===== config.mk =====
export PLATFORM = sky130hd
export DESIGN_NAME = swi_conditioner
export DESIGN_NICKNAME = d
export VERILOG_FILES = /design/src/rtl/swi_conditioner.sv
export SDC_FILE = /design/constraint.sdc
export NUM_CORES = 1
export LEC_CHECK = 0
export CORE_ASPECT_RATIO = 2
export CORE_MARGIN = 5
export CORE_UTILIZATION = 51
export CTS_CLUSTER_DIAMETER = 150
export DETAILED_ROUTE_END_ITERATION = 6
export PLACE_DENSITY = 0.78
export SLEW_MARGIN = 20
export SYNTH_ARGS = -nofsm -noshare
export SYNTH_HDL_FRONTEND = slang
export SYNTH_SLANG_ARGS = --single-unit

===== constraint.sdc =====
create_clock -name clk_2 -period 1.6 [get_ports clk_2]
set_input_delay 0.32 -clock clk_2 [delete_from_list [all_inputs] [get_ports clk_2]]
set_output_delay 0.32 -clock clk_2 [all_outputs]
set_load 0.05 [all_outputs]

===== src/rtl/swi_conditioner.sv =====
// swi_conditioner: 2-flop synchroniser, per-bit debounce and edge pulses for the slide switches.
// Latency: a held raw level reaches swi_out DEBOUNCE_CYCLES+1 edges after the edge that first captures it.
// No backpressure: free-running, one evaluation per clk_2 edge. Optional toggle outputs: SWI_CONDITIONER_TOGGLE_EN.
module swi_conditioner #(
  parameter int NBITS           = 8,
  parameter int DEBOUNCE_CYCLES = 4
) (
  input  logic             clk_2,
  input  logic             reset,
  input  logic [NBITS-1:0] swi_raw,
  output logic [NBITS-1:0] swi_out,
  output logic [NBITS-1:0] swi_rise,
  output logic [NBITS-1:0] swi_fall,
  output logic             any_change,
  output logic [NBITS-1:0] swi_toggle
);

  // Counter width follows from the debounce length; it only ever counts up to DEBOUNCE_CYCLES-1.
  localparam int                  CNT_BITS = $clog2(DEBOUNCE_CYCLES + 1);
  localparam logic [CNT_BITS-1:0] CNT_LAST = CNT_BITS'(DEBOUNCE_CYCLES - 1);

  logic [NBITS-1:0]    r_sync1;
  logic [NBITS-1:0]    r_sync2;
  logic [NBITS-1:0]    r_out;
  logic [NBITS-1:0]    r_rise;
  logic [NBITS-1:0]    r_fall;
  logic                r_any;
  logic [CNT_BITS-1:0] r_cnt [NBITS];

  logic [NBITS-1:0]    w_differs;
  logic [NBITS-1:0]    w_accept;
  logic [NBITS-1:0]    w_rise;
  logic [NBITS-1:0]    w_fall;
  logic [CNT_BITS-1:0] w_cnt_nxt [NBITS];

  // Per-bit debounce decision: a bit flips only after DEBOUNCE_CYCLES consecutive differing edges.
  always_comb begin
    w_differs = r_sync2 ^ r_out;
    w_accept  = '0;
    for (int i = 0; i < NBITS; i++) begin
      w_cnt_nxt[i] = '0;
      if (w_differs[i]) begin
        if (r_cnt[i] == CNT_LAST) begin
          w_accept[i] = 1'b1;
        end else begin
          w_cnt_nxt[i] = r_cnt[i] + CNT_BITS'(1);
        end
      end
    end
    w_rise = w_accept & r_sync2;
    w_fall = w_accept & ~r_sync2;
  end

  // Plain two-flop synchroniser; nothing may sit between the stages.
  always_ff @(posedge clk_2) begin
    if (reset) begin
      r_sync1 <= '0;
      r_sync2 <= '0;
    end else begin
      r_sync1 <= swi_raw;
      r_sync2 <= r_sync1;
    end
  end

  // Debounced level, registered pulses aligned with the level change, and the counters.
  always_ff @(posedge clk_2) begin
    if (reset) begin
      r_out  <= '0;
      r_rise <= '0;
      r_fall <= '0;
      r_any  <= 1'b0;
      for (int i = 0; i < NBITS; i++) begin
        r_cnt[i] <= '0;
      end
    end else begin
      r_out  <= r_out ^ w_accept;
      r_rise <= w_rise;
      r_fall <= w_fall;
      r_any  <= |w_accept;
      for (int i = 0; i < NBITS; i++) begin
        r_cnt[i] <= w_cnt_nxt[i];
      end
    end
  end

`ifdef SWI_CONDITIONER_TOGGLE_EN
  logic [NBITS-1:0] r_toggle;

  // Push-on/push-off state: flips the edge after each rise pulse.
  always_ff @(posedge clk_2) begin
    if (reset) begin
      r_toggle <= '0;
    end else begin
      r_toggle <= r_toggle ^ r_rise;
    end
  end

  assign swi_toggle = r_toggle;
`else
  assign swi_toggle = '0;
`endif

  assign swi_out    = r_out;
  assign swi_rise   = r_rise;
  assign swi_fall   = r_fall;
  assign any_change = r_any;

endmodule


==> results.yml, run 1 <==
status:
  status: "finished, final reports clean"
clocking:
  insertion_delay_ns: 0.33
  cts.repair.resized: 0
  clockBufferDepth: 2
  hold_buffers: 0
  cts_root_buf: "clkbuf_8"
  post_cts_buffers: 0
  cts.clk_slew.worst_paths_ns: 0.07
  cts_buffers: 9
  clock_sinks: 65
  cts_tree: "done"
  htreeDepth: 3
worst_hold_path:
  hold_path_class: "flop to flop"
  holdPathStages: 1
  hp-start: "r_cnt[1][3]$_SDFF_PP0_"
  min_to: "r_cnt[1][3]$_SDFF_PP0_"
power_and_ir_drop:
  ir_worst_vdd_mv: 0.845
  switching_power_mw: 0.680
  p_leak_nw: 1.23
  seqPwrFrac: 0.515
  p_per_area_nw_per_um2: 1090
  swShare: 0.211
  power.clock.fraction: 0.443
  total_power_mw: 3.22
  intPower_mw: 2.54
  p_comb_frac: 0.042
worst_setup_path:
  required_ns: 1.79
  ff2ff_path_depth: 5
  arrival_ns: 1.62
  crit_fanout: 3
  crit_type: "flop to flop"
  reg2reg_from: "r_cnt[1][9]$_SDFF_PP0_"
  worst_setup_path_start_kind: "flop"
  r2r_slack_ns: 0.18
  startpoint: "r_cnt[1][9]$_SDFF_PP0_"
  rr_endpoint: "any_change$_SDFF_PP0_"
  end_kind: "flop"
detailed_routing:
  routed_wl_mm: 3.67
  vias: 1480
  drc_errors: 0
  drtIter0Drc: 10
  drt-wirelength-per-cell_um: 11.9
  via_per_inst: 4.79
  ant_nets: 0
  first_pass_iters: 4
global_route:
  overflow: 0
  antenna_found_initial: 0
  grt_first_pass_wirelength_mm: 6.38
  grt_pass1_vias: 1470
  grt_usage: 0.139
  grt_start_max_net_pins: 29
floorplanning:
  rows: 34
  io_pins: 43
  dieArea_sq_um: 6060
  die_x_um: 57.6
  core_area_sq_um: 4380
  die_h_um: 105
  initial_utilization: 0.527
place:
  dp_hpwl_mm: 2.66
  gp_congestion: 0.702
  pre_cts_ws_ns: 0.0485
  dp_cells: 293
  io_buffers: 34
final_layout:
  finalNonFillerCells: 309
  diodes: 0
  layout.nets: 276
  layout-drive-gt1-share: 0.224
  synthToLayoutAreaGrowth_pct: 28.0
run:
  maxCapViolCount: 0
sta:
  rsz0062_at_grt: "false"
  worst_slack_ns: 0.176
  finalClockSkew_ns: 0.00764
  finalHoldViolations: 0
  setup_tns_ns: 0
  setup_violations: 0
  max_clock_freq_mhz: 702
  finalMaxSlewViolations: 0
  min_period_ns: 1.42
  hold_slack_ns: 0.421
  timing.final.crit_share: 0.890
synth:
  yosysWarnings: 0
  synth.distinct_cells: 21
  synth-seq-area-share: 0.563
  avgSynthCellArea_sq_um: 11.2
  syn_area_sq_um: 2310
  synth-seq-cells: 65
  syn_inst: 207
[cells in the mapped netlist]
master     instances  share of area
a2bb2oi_1          3          0.011
nor2b_1           16          0.043
nor2_1            23          0.037
buf_2              2         0.0043
nor4b_1            6          0.023
a22oi_1            1         0.0032
nand2_1            5         0.0081
conb_1             1         0.0016
ha_1              16          0.087
or3_4              3          0.015
and3_1             5          0.014
inv_1             14          0.023
dfxtp_1           65           0.56
a41oi_1            1         0.0038
mux2i_1            8          0.035
nor2_2             9          0.024
clkbuf_1           3         0.0049
xor2_1             5          0.019
nor4bb_1          10          0.043
xnor2_1            3          0.011
buf_4              8          0.026
[power groups by stage]
stage                     Combinational, mW  Sequential, mW  Clock, mW
final                                 0.136            1.66       1.43
after global routing                  0.147            1.66       1.54
after CTS                             0.136            1.66       1.46
after detailed placement              0.135            1.69          0
after global placement                0.133            1.69          0
after floorplan                       0.110            1.69          0
[cells by family (layout without fill, tap and decap cells)]
kind of cell | after synthesis | after routing | share of synthesized area
and+or+nand+nor | 77 | 77 | 0.207
DFF | 65 | 65 | 0.563
buffers and inverters | 27 | 68 | 0.0579
adders and majority gates | 16 | 16 | 0.0866
xor gates and xnor gates | 8 | 8 | 0.0303
muxes | 8 | 8 | 0.0347
AOI/OAI and AO/OA | 5 | 5 | 0.0184
other | 1 | 8 | 0.00162
[cell usage in the layout, fill, tap and decap left out]
| master | synthesis | routed |
|---|---|---|
| dfxtp_1 | 65 | 65 |
| nor2_1 | 23 | 23 |
| buf_4 | 8 | 20 |
| nor2b_1 | 16 | 16 |
| ha_1 | 16 | 16 |
| inv_1 | 14 | 14 |
| clkbuf_8 | 0 | 12 |
| nor4bb_1 | 10 | 10 |
| nor2_2 | 9 | 9 |
| clkdlybuf4s50_1 | 0 | 9 |
| buf_12 | 0 | 9 |
| mux2i_1 | 8 | 8 |
| conb_1 | 1 | 8 |
| nor4b_1 | 6 | 6 |
| xor2_1 | 5 | 5 |
| nand2_1 | 5 | 5 |
| and3_1 | 5 | 5 |
| xnor2_1 | 3 | 3 |
| or3_4 | 3 | 3 |
| a2bb2oi_1 | 3 | 3 |
| clkinvlp_4 | 0 | 2 |
| a22oi_1 | 1 | 1 |
| a41oi_1 | 1 | 1 |
| clkinv_2 | 0 | 1 |
| bufinv_16 | 0 | 1 |
[per-layer routing]
metal | track usage | wire (um) | vias up
met3 | 0.0506 | 251 | 8
met5 | 0 | 0 | -
met4 | 0.0896 | 100 | 0
met1 | 0.149 | 1380 | 672
met2 | 0.225 | 1940 | 47
li1 | - | - | 753
[how the worst max path moves through the flow]
stage	to	cells past startpoint	slack [ns]
after floorplan	r_cnt[0][10]$_SDFF_PP0_	3	0.28
after global placement	swi_fall[6]$_SDFF_PP0_	4	0.12
after detailed placement	swi_rise[7]$_SDFF_PP0_	4	0.05
after CTS	any_change$_SDFF_PP0_	5	0.15
after global routing	any_change$_SDFF_PP0_	5	0.10
final	any_change$_SDFF_PP0_	5	0.18
[per-stage QoR]
step / utilization / cell area (sq um)
after floorplan: - / 2340
after global placement: 0.626 / 2740
after detailed placement: 0.626 / 2740
after CTS: 0.675 / 2960
after global routing: 0.675 / 2960
final: 0.675 / 2960
[area by class of cell]
cell class                      instances  area [sq um]
Clock buffer                           12           165
Timing Repair Buffer                   38           420
Multi-Input combinational cell        122           902
Clock inverter                          4          50.0
Tap cell                               54          67.6
Sequential cell                        65          1300
Inverter                               14          52.6
Fill cell                             333          1420
[critical path: stages (launching register included)]
cell and delay, ns:
dfxtp_1 0.32, ha_1 0.20, ha_1 0.22, inv_1 0.11, a2bb2oi_1 0.27, a41oi_1 0.17
Note: power is estimated with default switching activity, not from simulation.
==> run 2: changes to the inputs <==
CTS_CLUSTER_SIZE = 28   (was unset)
==> results of run 2 <==
Final layout, timing and power as in run 1 (identical DEF).
